<file path="src/rtl/up_seq_core.sv">
// up_seq_core -- accumulator micro-sequencer with a handshaked memory port.
//
// Each instruction is two memory words: an opcode word followed by a value
// word. FETCH_U reads the opcode, FETCH_L reads the value, and EXEC performs
// the operation. Memory-operand ops make one extra access in EXEC. An illegal
// opcode parks the core in HALT until reset.
//
// Parameters:
//   DATA_W  accumulator / memory word / instruction field width (8..32)
//   ADDR_W  memory address and pc width (4..DATA_W)
//
// Ports:
//   clk        rising-edge clock
//   reset      asynchronous, active-low reset
//   mem_req    access request, held until mem_ack
//   mem_we     write qualifier, valid while mem_req=1
//   mem_addr   access address
//   mem_wdata  store data (always ac)
//   mem_rdata  read data, valid in the cycle mem_ack=1
//   mem_ack    completes the pending access in the same cycle
//   step       single-step pulse (only with UP_SEQ_STEP_EN)
//   pc, opcode, value, ac, nflg, zflg, cflg   architectural registers
//   halted     1 only while in HALT
//
// Build option: define UP_SEQ_STEP_EN to gate each opcode fetch on a prior
// step pulse. Without it, step is ignored and fetch runs freely.

module up_seq_core #(
  parameter int DATA_W = 8,
  parameter int ADDR_W = 8
) (
  input  logic              clk,
  input  logic              reset,
  output logic              mem_req,
  output logic              mem_we,
  output logic [ADDR_W-1:0] mem_addr,
  output logic [DATA_W-1:0] mem_wdata,
  input  logic [DATA_W-1:0] mem_rdata,
  input  logic              mem_ack,
  input  logic              step,
  output logic [ADDR_W-1:0] pc,
  output logic [DATA_W-1:0] opcode,
  output logic [DATA_W-1:0] value,
  output logic [DATA_W-1:0] ac,
  output logic              nflg,
  output logic              zflg,
  output logic              cflg,
  output logic              halted
);

  typedef enum logic [1:0] {S_FETCH_U, S_FETCH_L, S_EXEC, S_HALT} state_e;

  localparam logic [3:0] OP_ADD   = 4'h0;
  localparam logic [3:0] OP_STORE = 4'h1;
  localparam logic [3:0] OP_LOAD  = 4'h2;
  localparam logic [3:0] OP_JUMP  = 4'h3;
  localparam logic [3:0] OP_JNEG  = 4'h4;
  localparam logic [3:0] OP_SUB   = 4'h5;
  localparam logic [3:0] OP_XOR   = 4'h6;
  localparam logic [3:0] OP_OR    = 4'h7;
  localparam logic [3:0] OP_AND   = 4'h8;
  localparam logic [3:0] OP_JZERO = 4'h9;
  localparam logic [3:0] OP_ADDI  = 4'hA;
  localparam logic [3:0] OP_LDI   = 4'hB;
  localparam logic [3:0] OP_SHL   = 4'hC;
  localparam logic [3:0] OP_SHR   = 4'hD;

  state_e              r_state, w_next;
  logic [ADDR_W-1:0]   r_pc;
  logic [DATA_W-1:0]   r_opcode, r_value, r_ac;
  logic                r_n, r_z, r_c;

  logic [3:0]          w_op;
  logic                w_legal, w_memop, w_go, w_req, w_fire, w_done;
  logic                w_wr_ac, w_jump, w_c_nx;
  logic [DATA_W-1:0]   w_ac_nx, w_add_b;
  logic [DATA_W:0]     w_sum, w_diff;
  logic [ADDR_W-1:0]   w_opnd_addr;

  // ---------------------------------------------------------------- decode
  assign w_op        = r_opcode[3:0];
  assign w_legal     = (r_opcode[DATA_W-1:4] == '0) && (w_op <= OP_SHR);
  assign w_memop     = w_legal && (w_op inside {OP_ADD, OP_STORE, OP_LOAD,
                                                OP_SUB, OP_XOR, OP_OR, OP_AND});
  assign w_opnd_addr = r_value[ADDR_W-1:0];

  // ADD and ADDI share one adder; the extra top bit is the carry-out.
  assign w_add_b = (w_op == OP_ADDI) ? r_value : mem_rdata;
  assign w_sum   = {1'b0, r_ac} + {1'b0, w_add_b};
  // Top bit of the widened difference is the borrow.
  assign w_diff  = {1'b0, r_ac} - {1'b0, mem_rdata};

`ifdef UP_SEQ_STEP_EN
  // Armed by a step pulse, disarmed when an instruction completes; a pulse
  // coinciding with completion arms the next instruction.
  logic r_armed;

  always_ff @(posedge clk or negedge reset) begin
    if (!reset)      r_armed <= 1'b0;
    else if (step)   r_armed <= 1'b1;
    else if (w_done) r_armed <= 1'b0;
  end

  assign w_go = r_armed;
`else
  logic w_unused_step;
  assign w_unused_step = step;
  assign w_go          = 1'b1;
`endif

  assign w_fire = mem_req && mem_ack;
  assign w_done = (r_state == S_EXEC) && w_legal && (!w_memop || mem_ack);

  // ------------------------------------------------------- state register
  always_ff @(posedge clk or negedge reset) begin
    // NOTE: non-blocking assignments so every register samples pre-edge values.
    if (!reset) r_state <= S_FETCH_U;
    else        r_state <= w_next;
  end

  // ----------------------------------------------------------- next state
  always_comb begin
    // NOTE: default first so no path leaves w_next unassigned (no latch).
    w_next = r_state;
    case (r_state)
      S_FETCH_U: if (w_fire) w_next = S_FETCH_L;
      S_FETCH_L: if (w_fire) w_next = S_EXEC;
      S_EXEC: begin
        if (!w_legal)    w_next = S_HALT;
        else if (w_done) w_next = S_FETCH_U;
      end
      default:           w_next = S_HALT;
    endcase
  end

  // --------------------------------------------------------------- outputs
  // The request is gated by reset so it drops the moment reset asserts,
  // even mid-access, and rises as soon as reset releases.
  always_comb begin
    w_req = 1'b0;
    case (r_state)
      S_FETCH_U: w_req = w_go;
      S_FETCH_L: w_req = 1'b1;
      S_EXEC:    w_req = w_memop;
      default:   w_req = 1'b0;
    endcase
    mem_req   = w_req & reset;
    mem_we    = (r_state == S_EXEC) & w_memop & (w_op == OP_STORE) & reset;
    mem_addr  = (r_state == S_EXEC) ? w_opnd_addr : r_pc;
    mem_wdata = r_ac;
    halted    = (r_state == S_HALT);
  end

  // ------------------------------------------------------------- execute
  always_comb begin
    w_ac_nx = r_ac;
    w_c_nx  = r_c;
    w_wr_ac = 1'b0;
    w_jump  = 1'b0;
    case (w_op)
      OP_ADD, OP_ADDI: begin {w_c_nx, w_ac_nx} = w_sum;  w_wr_ac = 1'b1; end
      OP_SUB:          begin {w_c_nx, w_ac_nx} = w_diff; w_wr_ac = 1'b1; end
      OP_LOAD:         begin w_ac_nx = mem_rdata;        w_wr_ac = 1'b1; end
      OP_XOR:          begin w_ac_nx = r_ac ^ mem_rdata; w_wr_ac = 1'b1; end
      OP_OR:           begin w_ac_nx = r_ac | mem_rdata; w_wr_ac = 1'b1; end
      OP_AND:          begin w_ac_nx = r_ac & mem_rdata; w_wr_ac = 1'b1; end
      OP_LDI:          begin w_ac_nx = r_value;          w_wr_ac = 1'b1; end
      OP_SHL:          begin {w_c_nx, w_ac_nx} = {r_ac, 1'b0}; w_wr_ac = 1'b1; end
      OP_SHR:          begin {w_ac_nx, w_c_nx} = {1'b0, r_ac}; w_wr_ac = 1'b1; end
      OP_JUMP:         w_jump = 1'b1;
      OP_JNEG:         w_jump = r_n;
      OP_JZERO:        w_jump = r_z;
      default:         ;
    endcase
  end

  // ------------------------------------------------------------- datapath
  always_ff @(posedge clk or negedge reset) begin
    if (!reset) begin
      r_pc     <= '0;
      r_opcode <= '0;
      r_value  <= '0;
      r_ac     <= '0;
      r_n      <= 1'b0;
      r_z      <= 1'b0;
      r_c      <= 1'b0;
    end else begin
      case (r_state)
        S_FETCH_U: if (w_fire) begin
          r_opcode <= mem_rdata;
          r_pc     <= r_pc + 1'b1;
        end
        S_FETCH_L: if (w_fire) begin
          r_value <= mem_rdata;
          r_pc    <= r_pc + 1'b1;
        end
        S_EXEC: if (w_done) begin
          if (w_wr_ac) begin
            r_ac <= w_ac_nx;
            r_n  <= w_ac_nx[DATA_W-1];
            r_z  <= (w_ac_nx == '0);
          end
          r_c <= w_c_nx;
          if (w_jump) r_pc <= w_opnd_addr;
        end
        default: ;
      endcase
    end
  end

  assign pc     = r_pc;
  assign opcode = r_opcode;
  assign value  = r_value;
  assign ac     = r_ac;
  assign nflg   = r_n;
  assign zflg   = r_z;
  assign cflg   = r_c;

endmodule
</file>
<file path="config.mk">
export PLATFORM = sky130hd
export DESIGN_NAME = up_seq_core
export DESIGN_NICKNAME = d
export VERILOG_FILES = /design/src/rtl/up_seq_core.sv
export SDC_FILE = /design/constraint.sdc
export NUM_CORES = 1
export LEC_CHECK = 0
export ABC_AREA = 1
export CORE_MARGIN = 2
export CORE_UTILIZATION = 24
export CTS_CLUSTER_SIZE = 30
export DETAILED_ROUTE_END_ITERATION = 7
export SLEW_MARGIN = 20
export SYNTH_ARGS = -nofsm -noshare
export SYNTH_HDL_FRONTEND = slang
export SYNTH_SLANG_ARGS = --single-unit
export TNS_END_PERCENT = 1
</file>
<file path="constraint.sdc">
create_clock -name clk -period 2.8 [get_ports clk]
set_input_delay 0.42 -clock clk [delete_from_list [all_inputs] [get_ports clk]]
set_output_delay 0.42 -clock clk [all_outputs]
set_load 0.01 [all_outputs]
</file>
==> results of run 1 <==
## timing repair
action	4_1_cts	5_1_grt
setup endpoints to repair	1	9
buffers inserted	1	0
pin swaps	1	0
gates resized for setup	0	6
## final cells by class
cell class	count	area share
Clock buffer	5	0.02523
Clock inverter	3	0.008579
Inverter	76	0.05753
Multi-Input combinational cell	436	0.4915
Sequential cell	36	0.1819
Tap cell	188	0.04744
Timing Repair Buffer	103	0.1877
## logic make-up after synthesis
| logic type | count (synthesis) | synth area share |
|---|---|---|
| xor gates and xnor gates | 1 | 0.002355 |
| buffers and inverters | 92 | 0.1070 |
| DFF | 36 | 0.2422 |
| adders and majority gates | 36 | 0.1251 |
| and+or+nand+nor | 319 | 0.3828 |
| AOI/OAI and AO/OA | 80 | 0.1406 |
## per-stage QoR
stage / util / instance area [um^2] / setup WS, ns
final: 0.3274 / 4959 / 0.1232
after global routing: 0.3274 / 4959 / -0.01049
after CTS: 0.3261 / 4938 / 0.007600
after detailed placement: 0.3145 / 4763 / 0.008173
after global placement: 0.3145 / 4763 / 0.02712
after floorplan: - / 3720 / 0.3355
## synthesized netlist by cell type, types with 4 or more instances
cell	count
dfrtp_1	36
o21ai_2	16
o21ai_0	33
buf_4	9
nand2_1	193
a21oi_1	14
o211ai_1	5
ha_1	34
nor2_2	6
nand2_2	5
nor2_1	52
nand4_1	12
nand3_1	31
nor2_4	4
inv_2	4
inv_1	72
## registers in the layout (all words and copies together) (netlist names)
register	cells
ac	8
zflg	1
opcode	8
cflg	1
pc	8
r_state	2
value	8
## worst paths after layout
kind | startpoint | endpoint | slack [ns] | cells past startpoint
min | reset | r_state[0]$_DFFE_PN0P_ | 0.21 | 2
max in group asynchronous | reset | opcode[3]$_DFFE_PN0P_ | 2.22 | 2
max reg2reg | opcode[2]$_DFFE_PN0P_ | zflg$_DFFE_PN0P_ | 0.20 | 14
min in group clk | cflg$_DFFE_PN0P_ | cflg$_DFFE_PN0P_ | 0.52 | 2
min reg2reg | cflg$_DFFE_PN0P_ | cflg$_DFFE_PN0P_ | 0.52 | 2
max | opcode[0]$_DFFE_PN0P_ | mem_we | 0.12 | 9
## report_power, final
part           leakage, uW  internal (uW)  switching, uW
registers         0.000453            748            371
logic              0.00193           1630           2120
clock network    0.0000798            419            231
## layer usage
layer / global-route usage / up-vias
met3: 0.01622 / 13
met5: 0 / -
met2: 0.2519 / 122
met4: 0.03069 / 0
met1: 0.2192 / 1733
li1: - / 1988
## critical path: cells and delay by family, from the launching register on
| kind | cells | cell delay [ns] |
|---|---|---|
| buffers and inverters | 3 | 0.85 |
| DFF | 1 | 0.44 |
| and+or+nand+nor | 6 | 0.69 |
==> impl_metrics.py, run 1 <==
metrics = {
    "timing": {
        "fmax_mhz": 373.6,
        "period_share": 0.9560,
        "holdWs_ns": 0.2058,
        "fin_skew_ns": 0.004464,
        "tightest_slew_ns": 0.6939,
        "min_period_ns": 2.677,
        "tns_ns": 0,
        "report.final.slew_viol_count": 0,
        "rsz0062_at_grt": "yes",
        "finalHoldViolations": 0,
        "maxSlewHeadroom": 0.5343,
        "finalSetupViolations": 0,
    },
    "run": {
        "drv_cap": 0,
    },
    "cells_and_area": {
        "area_delta_synth_final_pct": 33.30,
        "diodes": 0,
        "fin_nets": 706,
        "final_cells": 847,
        "fillerInstances": 1623,
        "seq_area_um2": 902.1,
        "layout_common_cells": "192 x nand2_1, 72 x inv_1, 62 x clkdlybuf4s50_1, 52 x nor2_1, 39 x buf_4",
        "multi_input_area_um2": 2437,
        "final_common_cell": "nand2_1",
        "drive_gt1_frac": 0.1502,
    },
    "worst_hold_path": {
        "min_path_type": "in2async",
    },
    "clock_tree": {
        "cts_sinks": 36,
        "clk_latency_ns": 0.28,
        "cts-root-buf": "clkbuf_16",
        "clk_pin_slew_worst_paths_ns": 0.06,
        "hold_buffers": 0,
        "cts_max_level": 2,
        "cts_buffers": 5,
        "clock_path_buffers": 2,
        "tritoncts": "yes",
    },
    "route": {
        "num_vias": 3856,
        "routed.top_layer": "met4",
        "ant_nets": 0,
        "wl_met3_um": 714,
        "drtIter0Drc": 257,
        "drt-pass1-iter-count": 5,
        "wl_per_cell_um": 14.85,
        "drc": 0,
        "wirelength_um": 12580,
        "dr_wl_met2_um": 5639,
        "viasPerCell": 4.553,
        "m1WireLength_um": 6054,
    },
    "global_route": {
        "grt_max_degree": 38,
        "grt-ovfl-total": 0,
        "grt_use_total": 0.1534,
        "grt_pass1_vias": 3661,
        "grt_pass1_wl_um": 19800,
        "antenna_found_initial": 0,
    },
    "power": {
        "p_per_area_nw_per_um2": 1115,
        "ir_drop_v": 0.0003311,
        "p_leak_uw": 0.002464,
        "power_uw": 5527,
    },
    "placed_design": {
        "gp_congestion": 0.9012,
        "dp_hpwl_um": 9913,
        "dp_cells": 838,
        "port_buffers": 64,
    },
    "floorplanning": {
        "die_area_um2": 16510,
        "pin_count": 66,
        "coreArea_um2": 15150,
        "initial_core_util": 0.2456,
        "placementRows": 45,
        "die_x_um": 128.5,
        "dieHeight_um": 128.5,
    },
    "worst_setup_path": {
        "crit_fanout": 9,
        "worstSetupEndpointType": "output port",
        "worstPathCellList": "inv_2 > nand2_4 > buf_4 > nor2_8 > nor2_4 > nand2_4 > nand2_4 > nor4_2 > clkdlybuf4s50_1",
        "cp-start-kind": "register",
        "cp_data_arrival_time_ns": 2.26,
        "crit_path_top_delay_cell": "clkdlybuf4s50_1",
        "critPathMostFrequentCell": "nand2_4",
        "crit_type": "reg2out",
        "max_stage_delay_ns": 0.58,
        "required_ns": 2.38,
    },
    "synth": {
        "syn-num-nets": 612,
        "synthTopCellsByArea": "dfrtp_1 24%, nand2_1 19%, ha_1 11%",
        "synth_seq_cells": 36,
        "synth_top_area_share": 0.2422,
        "synth_ff_type": "dfrtp_1",
        "seq_area_frac_synth": 0.2422,
        "netlist_area_um2": 3720,
        "syn_avg_cell_area_um2": 6.595,
        "synth-async-reset-ratio": 1.000,
        "syn_inst": 564,
        "ys_types": 38,
        "synth_warnings": 0,
        "synth_top_area_cell": "dfrtp_1",
        "synth_edf_count": 0,
    },
    "outcome": {
        "outcome": "complete, no violations",
    },
}
Power figures use the tool's default switching activity.
==> inputs of run 2 (changes only) <==
ABC_CLOCK_PERIOD_IN_PS = 2800   (was default)
CTS_CLUSTER_SIZE = 20   (was 30)
==> results of run 2 <==
Final layout, timing and power as in run 1 (identical DEF).
==> inputs of run 3 (changes only) <==
SETUP_SLACK_MARGIN = 0.1   (was default)
==> run 3 against run 2 <==
Against the previous run: setup slack better by 0.033 ns; critical path depth unchanged; register-to-register slack about the same; clock power barely moved; largest cell class unchanged; cell count is 0.24% higher.
==> impl_metrics.py, run 3 (synthesized netlist as in run 1, its figures left out) <==
metrics = {
    "global_route": {
        "grt_max_degree": 38,
        "grt-ovfl-total": 0,
        "grt_use_total": 0.1534,
        "grt_pass1_wl_um": 19800,
        "grt_pass1_vias": 3664,
        "antenna_found_initial": 0,
    },
    "worst_setup_path": {
        "cp-start-kind": "register",
        "worstSetupEndpointType": "output port",
        "rr_worst_depth": 14,
        "r2r-start": "opcode[2]$_DFFE_PN0P_",
        "worstPathCellList": "inv_2 > nand2_4 > buf_4 > nor2_8 > nor2_4 > nand2_4 > nand2_4 > a21oi_4 > clkdlybuf4s50_1",
        "max_stage_delay_ns": 0.55,
        "required_ns": 2.38,
        "critPathMostFrequentCell": "nand2_4",
        "r2r_end": "zflg$_DFFE_PN0P_",
        "crit_fanout": 9,
        "reg2reg_slack_ns": 0.21,
        "crit_path_top_delay_cell": "clkdlybuf4s50_1",
        "crit_type": "reg2out",
        "cp_data_arrival_time_ns": 2.22,
    },
    "timing": {
        "report.final.slew_viol_count": 0,
        "finalHoldViolations": 0,
        "rsz0062_at_grt": "yes",
        "tightest_slew_ns": 0.7174,
        "maxSlewHeadroom": 0.5186,
        "setup_ws_ns": 0.1558,
        "tns_ns": 0,
        "fmax_mhz": 378.2,
        "period_share": 0.9443,
        "min_period_ns": 2.644,
        "fin_skew_ns": 0.005212,
        "finalSetupViolations": 0,
    },
    "cells_and_area": {
        "fillerInstances": 1616,
        "multi_input_area_um2": 2442,
        "fin_nets": 708,
        "seq_area_um2": 902.1,
        "final_common_cell": "nand2_1",
        "drive_gt1_frac": 0.1558,
        "area_delta_synth_final_pct": 33.84,
        "diodes": 0,
        "layout_common_cells": "192 x nand2_1, 72 x inv_1, 62 x clkdlybuf4s50_1, 51 x nor2_1, 41 x buf_4",
    },
    "route": {
        "wirelength_um": 12600,
        "wl_per_cell_um": 14.84,
        "num_vias": 3925,
        "drc": 0,
        "ant_nets": 0,
        "viasPerCell": 4.623,
        "drtIter0Drc": 231,
        "drt-pass1-iter-count": 5,
    },
    "floorplanning": {
        "die_x_um": 128.5,
        "placementRows": 45,
        "die_area_um2": 16510,
        "coreArea_um2": 15150,
        "pin_count": 66,
        "dieHeight_um": 128.5,
        "initial_core_util": 0.2456,
    },
    "worst_hold_path": {
        "min_path_type": "in2async",
    },
    "placed_design": {
        "port_buffers": 64,
        "pre_cts_ws_ns": 0.008173,
        "dp_hpwl_um": 9913,
        "gp_congestion": 0.9012,
    },
    "power": {
        "ir_drop_v": 0.0003304,
        "swShare": 0.4932,
        "p_leak_uw": 0.002479,
        "power_frac_comb": 0.681,
        "internal_power_uw": 2816,
        "p_per_area_nw_per_um2": 1116,
        "p_seq_frac": 0.201,
        "pwr-share-clk": 0.118,
        "power_switching_uw": 2741,
    },
    "clock_tree": {
        "cts_buffers": 5,
        "tritoncts": "yes",
        "clk_pin_slew_worst_paths_ns": 0.06,
        "cts_max_level": 2,
        "clock_path_buffers": 2,
        "hold_buffers": 0,
        "cts-root-buf": "clkbuf_16",
        "cts_sinks": 36,
        "clk_latency_ns": 0.28,
    },
    "run": {
        "drv_cap": 0,
    },
    "outcome": {
        "outcome": "complete, no violations",
    },
}
run 3: cell types whose count changed in the layout (fill, tap and decap cells not counted):
| cell | delta |
|---|---|
| nor2_1 | -1 |
| ha_1 | -1 |
| buf_4 | +2 |
| ha_2 | +1 |
| nor2_2 | +1 |
| o21ai_1 | +1 |
| o21ai_0 | -1 |
run 3: area by class of cell:
cell class                      count  share of cell area
Timing Repair Buffer              105              0.1900
Multi-Input combinational cell    436              0.4906
Inverter                           76             0.05730
Sequential cell                    36              0.1812
Tap cell                          188             0.04725
Clock buffer                        5             0.02513
Clock inverter                      3            0.008545
run 3: critical path, delay by kind of cell (launching register included):
| kind | cells | cell delay (ns) |
|---|---|---|
| AND/OR/NAND/NOR | 5 | 0.51 |
| buffers and inverters | 3 | 0.82 |
| flip-flops | 1 | 0.44 |
| AO/OA/AOI/OAI | 1 | 0.17 |
run 3: metrics by stage:
stage / power (uW) / hold WS [ns] / utilization / area [um^2] / cells
2_1_floorplan: 3268 / 0.1244 / - / 3720 / 564
3_3_place_gp: 4814 / 0.4975 / 0.3145 / 4763 / 838
3_5_place_dp: 4831 / 0.5010 / 0.3145 / 4763 / 838
4_1_cts: 5521 / 0.2339 / 0.3265 / 4945 / 847
5_1_grt: 6043 / 0.2474 / 0.3287 / 4979 / 849
6_report: 5557 / 0.2042 / 0.3287 / 4979 / 849
run 3: what timing repair did:
item                       CTS  global route
resized for setup            1             8
pin swaps                    1             2
buffers inserted             1             2
setup endpoints to repair    3            11
run 3: worst max-delay path by stage:
stage | from | end
floorplan | opcode[0]$_DFFE_PN0P_ | zflg$_DFFE_PN0P_
global placement | mem_rdata[0] | zflg$_DFFE_PN0P_
global route | opcode[3]$_DFFE_PN0P_ | zflg$_DFFE_PN0P_
detailed placement | mem_rdata[0] | zflg$_DFFE_PN0P_
finish | opcode[0]$_DFFE_PN0P_ | mem_req
CTS | opcode[0]$_DFFE_PN0P_ | mem_req
run 3: power groups by stage:
| stage | registers, uW | clock network, uW | logic (uW) |
|---|---|---|---|
| 2_1_floorplan | 1140 | 0 | 2130 |
| 3_3_place_gp | 1120 | 0 | 3690 |
| 3_5_place_dp | 1120 | 0 | 3710 |
| 4_1_cts | 1120 | 660 | 3740 |
| 5_1_grt | 1170 | 684 | 4190 |
| 6_report | 1120 | 653 | 3780 |
run 3: routing by layer:
layer / vias to the layer above / wire, um / global-route usage
met5: - / 0 / 0
met4: 0 / 218 / 0.03069
met3: 19 / 668 / 0.01622
met2: 128 / 5669 / 0.2519
met1: 1785 / 6045 / 0.2192
li1: 1993 / - / -
==> RTL edit 1, RTL diff (config.mk and constraints of run 3) <==
Set the parameter `ADDR_W` to 7 (it was 8).
--- a/src/rtl/up_seq_core.sv
+++ b/src/rtl/up_seq_core.sv
@@ -29,3 +29,3 @@
   parameter int DATA_W = 8,
-  parameter int ADDR_W = 8
+  parameter int ADDR_W = 7
 ) (
Ports: changed (resized mem_addr and pc); port bits go from 66 to 64. The function was not compared with the original's and may differ.
==> RTL edit 1 against run 3 <==
- global-route usage decreased by 0.13 points
- highest routed layer unchanged
- critical path type is now reg2reg
- sequential cell count decreased by 1
- routed wire length decreased by 4.2%
- combinational power decreased by 2%
- setup slack improved by 90 ps
- first-iteration DRC count increased by 10%
- final area decreased by 1.2%
- sequential share of layout area decreased by 0.26 points
- synthesized area decreased by 2.7%
- utilization increased by 0.72 points
- synthesized cell count decreased by 0.18%
- worst hold slack improved by 9.3 ps
- total power decreased by 3.5%
- non-clock buffer count increased by 4
==> RTL edit 1: results (changes against run 3) <==
| Metric | Value |
|---|---|
| Outcome | `finished, final reports clean` |
| Arrival time worst endpoint | `2720 ps (+500 ps)` |
| Lkg Pwr | `0.002419 uW (-2.4%)` |
| CP Max Fanout | `6 (-3)` |
| Critical R2R Capture | `ac[6]` |
| Met1 Routed Length | `5914 um (-2.2%)` |
| DR iter-0 viols | `254 (+10%)` |
| Crit-path leading delay family | `simple AND/OR/NAND/NOR gates` |
| Routability Congestion | `0.9079 (+0.74%)` |
| Worst Skew | `5.854 ps (+0.6419 ps)` |
| Worst VDD drop | `0.0003144 V (-4.8%)` |
| Area after DPL | `4673 um^2 (-1.9%)` |
| First-pass GRT wire length | `19170 um (-3.2%)` |
| GR met2 Demand/Resource | `24.13% (-1.1 points)` |
| Met2 wire length | `5319 um (-6.2%)` |
| DR WL/cell | `14.22 um (-4.2%)` |
| Worst r2r path cells | `18 (+4)` |
| Met3 wire len | `586 um (-12%)` |
| Post-synth top flop | `dfrtp_1` |
| Worst path slowest cell | `dfrtp_2` |
| Total track usage | `15.21% (-0.13 points)` |
| Setup slack, reg-to-reg | `250 ps (+40 ps)` |
| Seq/Total Area, Yosys | `24.20% (about the same)` |
| Met1 Resource Use GR | `21.67% (-0.25 points)` |
| Grt met3 use | `1.771% (+0.15 points)` |
| Net switching power | `2592 uW (-5.4%)` |
| Netlist cell types | `36 (-5.3%)` |
| Synth cell count leaders | `nand2_1 (180), inv_1 (73), nor2_1 (60)` |
| Ranking of synthesized cells by area | `dfrtp_1 (24%), nand2_1 (19%), ha_1 (11%)` |
| Crit path from | `opcode[2]` |
| Max stage delay on crit path | `460 ps (-90 ps)` |
| DR pass1 iterations | `7 (+2)` |
| Final nets | `711 (+0.42%)` |
| Layout cells sized above 1 | `15.94% (+0.36 points)` |
| IO buf count | `62 (-3.1%)` |
| Vias in the first global route | `3558 (-2.9%)` |
| Worst slew margin | `57.68% (+5.8 points)` |
| Fill count | `1576 (-2.5%)` |
| Syn Nets | `610 (-0.33%)` |
RTL edit 1: final cells by class:
type                       instances  share of cell area (%)
clock inverter                     3                  0.9412
timing repair buffer             109                   19.79
clock buffer                       5                   2.544
sequential                        35                   17.86
inverter                          78                   6.004
tap                              184                   4.681
multi-input combinational        435                   48.18
RTL edit 1: kinds of logic (layout without fill, tap and decap cells):
logic type      count (synthesis)  in the layout  share of synthesized area (%)
compound gates                 82             82                          13.80
xor+xnor                        1              1                         0.2421
fa+ha+maj                      35             35                          12.52
buf+inv                        93            195                          11.03
flops                          35             35                          24.20
simple gates                  317            317                          38.21
RTL edit 1: stage by stage:
step	cells	utilization, %	hold WS [ps]
6_report	849	33.59	213.5
5_1_grt	849	33.59	269.2
4_1_cts	844	33.07	239.5
3_5_place_dp	836	31.91	521.5
3_3_place_gp	836	31.91	520.0
2_1_floorplan	563	-	124.4
RTL edit 1: timing repair:
| action | 4_1_cts | 5_1_grt |
|---|---|---|
| pin swaps | 0 | 9 |
| resized for setup | 1 | 15 |
| setup endpoints to repair | 2 | 7 |
| setup buffers | 0 | 5 |
RTL edit 1: worst max-delay path by stage:
stage / end / slack [ps] / cells past startpoint
after floorplan: zflg / 110 / 20
after global placement: zflg / -100 / 17
after detailed placement: zflg / -90 / 17
after CTS: zflg / 80 / 19
after global routing: zflg / 30 / 19
final: ac[6] / 250 / 18
RTL edit 1: power groups by stage:
| stage | clock network (uW) | logic, uW | registers, uW |
|---|---|---|---|
| after floorplan | 0 | 1950 | 1100 |
| after detailed placement | 0 | 3580 | 986 |
| final | 676 | 3700 | 982 |
| after global placement | 0 | 3560 | 982 |
| after CTS | 687 | 3610 | 980 |
| after global routing | 709 | 4100 | 1020 |
==> RTL edit 2, RTL diff (config.mk and constraints of run 3) <==
Made on the original files. The 4 states of `state_e` get a one-hot encoding in 4 bits.
--- a/src/rtl/up_seq_core.sv
+++ b/src/rtl/up_seq_core.sv
@@ -50,3 +50,3 @@
 
-  typedef enum logic [1:0] {S_FETCH_U, S_FETCH_L, S_EXEC, S_HALT} state_e;
+  typedef enum logic [3:0] {S_FETCH_U = 4'b0001, S_FETCH_L = 4'b0010, S_EXEC = 4'b0100, S_HALT = 4'b1000} state_e;
 
Formal check against the unedited RTL: same outputs for any inputs over 10 cycles, from zero or initial values and one cycle with reset low; not proved beyond that.
==> RTL edit 2 against run 3 <==
- final area increased by 0.93%
- setup slack better by 26 ps
- global-route usage down 0.52 points
- synthesized area increased by 2.2%
- sequential cell count up 2
- routed wire length decreased by 3.7%
- highest routed layer unchanged
- clock skew grew 3.0 ps
- maximum frequency increased by 1.0%
- critical path type unchanged
- non-clock buffer count shrank 9
- final cell count increased by 4.2%
Power is left out: it rests on default switching activity, and per cell area and clock period it moved more than threefold.
==> RTL edit 2: results (changes against run 3) <==
| Metric | Value |
|---|---|
| Seq area share | `19.00% (+0.88 points)` |
| Seq/Total Area, Yosys | `25.05% (+0.83 points)` |
| Pre-CTS setup slack | `48.83 ps (+40.66 ps)` |
| Netlist cell types | `45 (+18%)` |
| Fill count | `1712 (+5.9%)` |
| Arrival time worst endpoint | `2200 ps (-20 ps)` |
| Worst Skew | `8.233 ps (+3.021 ps)` |
| Post-Syn Instances | `581 (+3.0%)` |
| Met3 wire len | `547 um (-18%)` |
| Routability Congestion | `0.9493 (+5.3%)` |
| Met2 wire length | `5837 um (+3.0%)` |
| Post-CTS Setup Bufs | `0 (-1)` |
| Area after DPL | `4821 um^2 (+1.2%)` |
| Fraction of area in multi-input gates | `49.15% (+0.096 points)` |
| GR met2 Demand/Resource | `25.47% (+0.28 points)` |
| Hpwl dp | `9867 um (-0.46%)` |
| Worst slew margin | `63.88% (+12 points)` |
| Total track usage | `14.82% (-0.52 points)` |
| DR vias/cell | `4.472 (-3.3%)` |
| Max stage delay on crit path | `600 ps (+50 ps)` |
| CP Max Fanout | `14 (+5)` |
| First-pass GRT wire length | `19640 um (-0.84%)` |
| Outcome | `finished, final reports clean` |
| Inverters | `75 (-1.3%)` |
| Synth cell count leaders | `nand2_1 (176), inv_1 (67), nor2_1 (63)` |
| Met1 Resource Use GR | `19.55% (-2.4 points)` |
| DR iter-0 viols | `255 (+10%)` |
## RTL edit 2: changes by cell type in the layout (fill, tap and decap cells not counted), sizes merged, moves of 7 or more
cell | run 3 | this run
buf | 42 | 33
nor2 | 63 | 70
nand2 | 201 | 185
o21ai | 50 | 57
a21oi | 15 | 22
nand3 | 35 | 52
## RTL edit 2: logic make-up after synthesis
group | count (synthesis) | share of synthesized area (%)
AOI/OAI and AO/OA | 88 | 13.00
xor gates and xnor gates | 2 | 0.4609
adders and majority gates | 35 | 11.92
buffers and inverters | 91 | 10.83
DFF | 38 | 25.05
muxes | 1 | 0.2633
and+or+nand+nor | 326 | 38.48
## RTL edit 2: final timing paths
kind / endpoint / slack, ps / startpoint / cells past startpoint
hold / removal: r_state[1] / 220 / reset / 2
max in group asynchronous: opcode[2] / 2210 / reset / 2
setup / recovery: mem_addr[6] / 180 / r_state[0] / 5
min in group clk: cflg / 500 / cflg / 2
hold reg to reg: cflg / 500 / cflg / 2
setup reg to reg: zflg / 250 / opcode[3] / 20
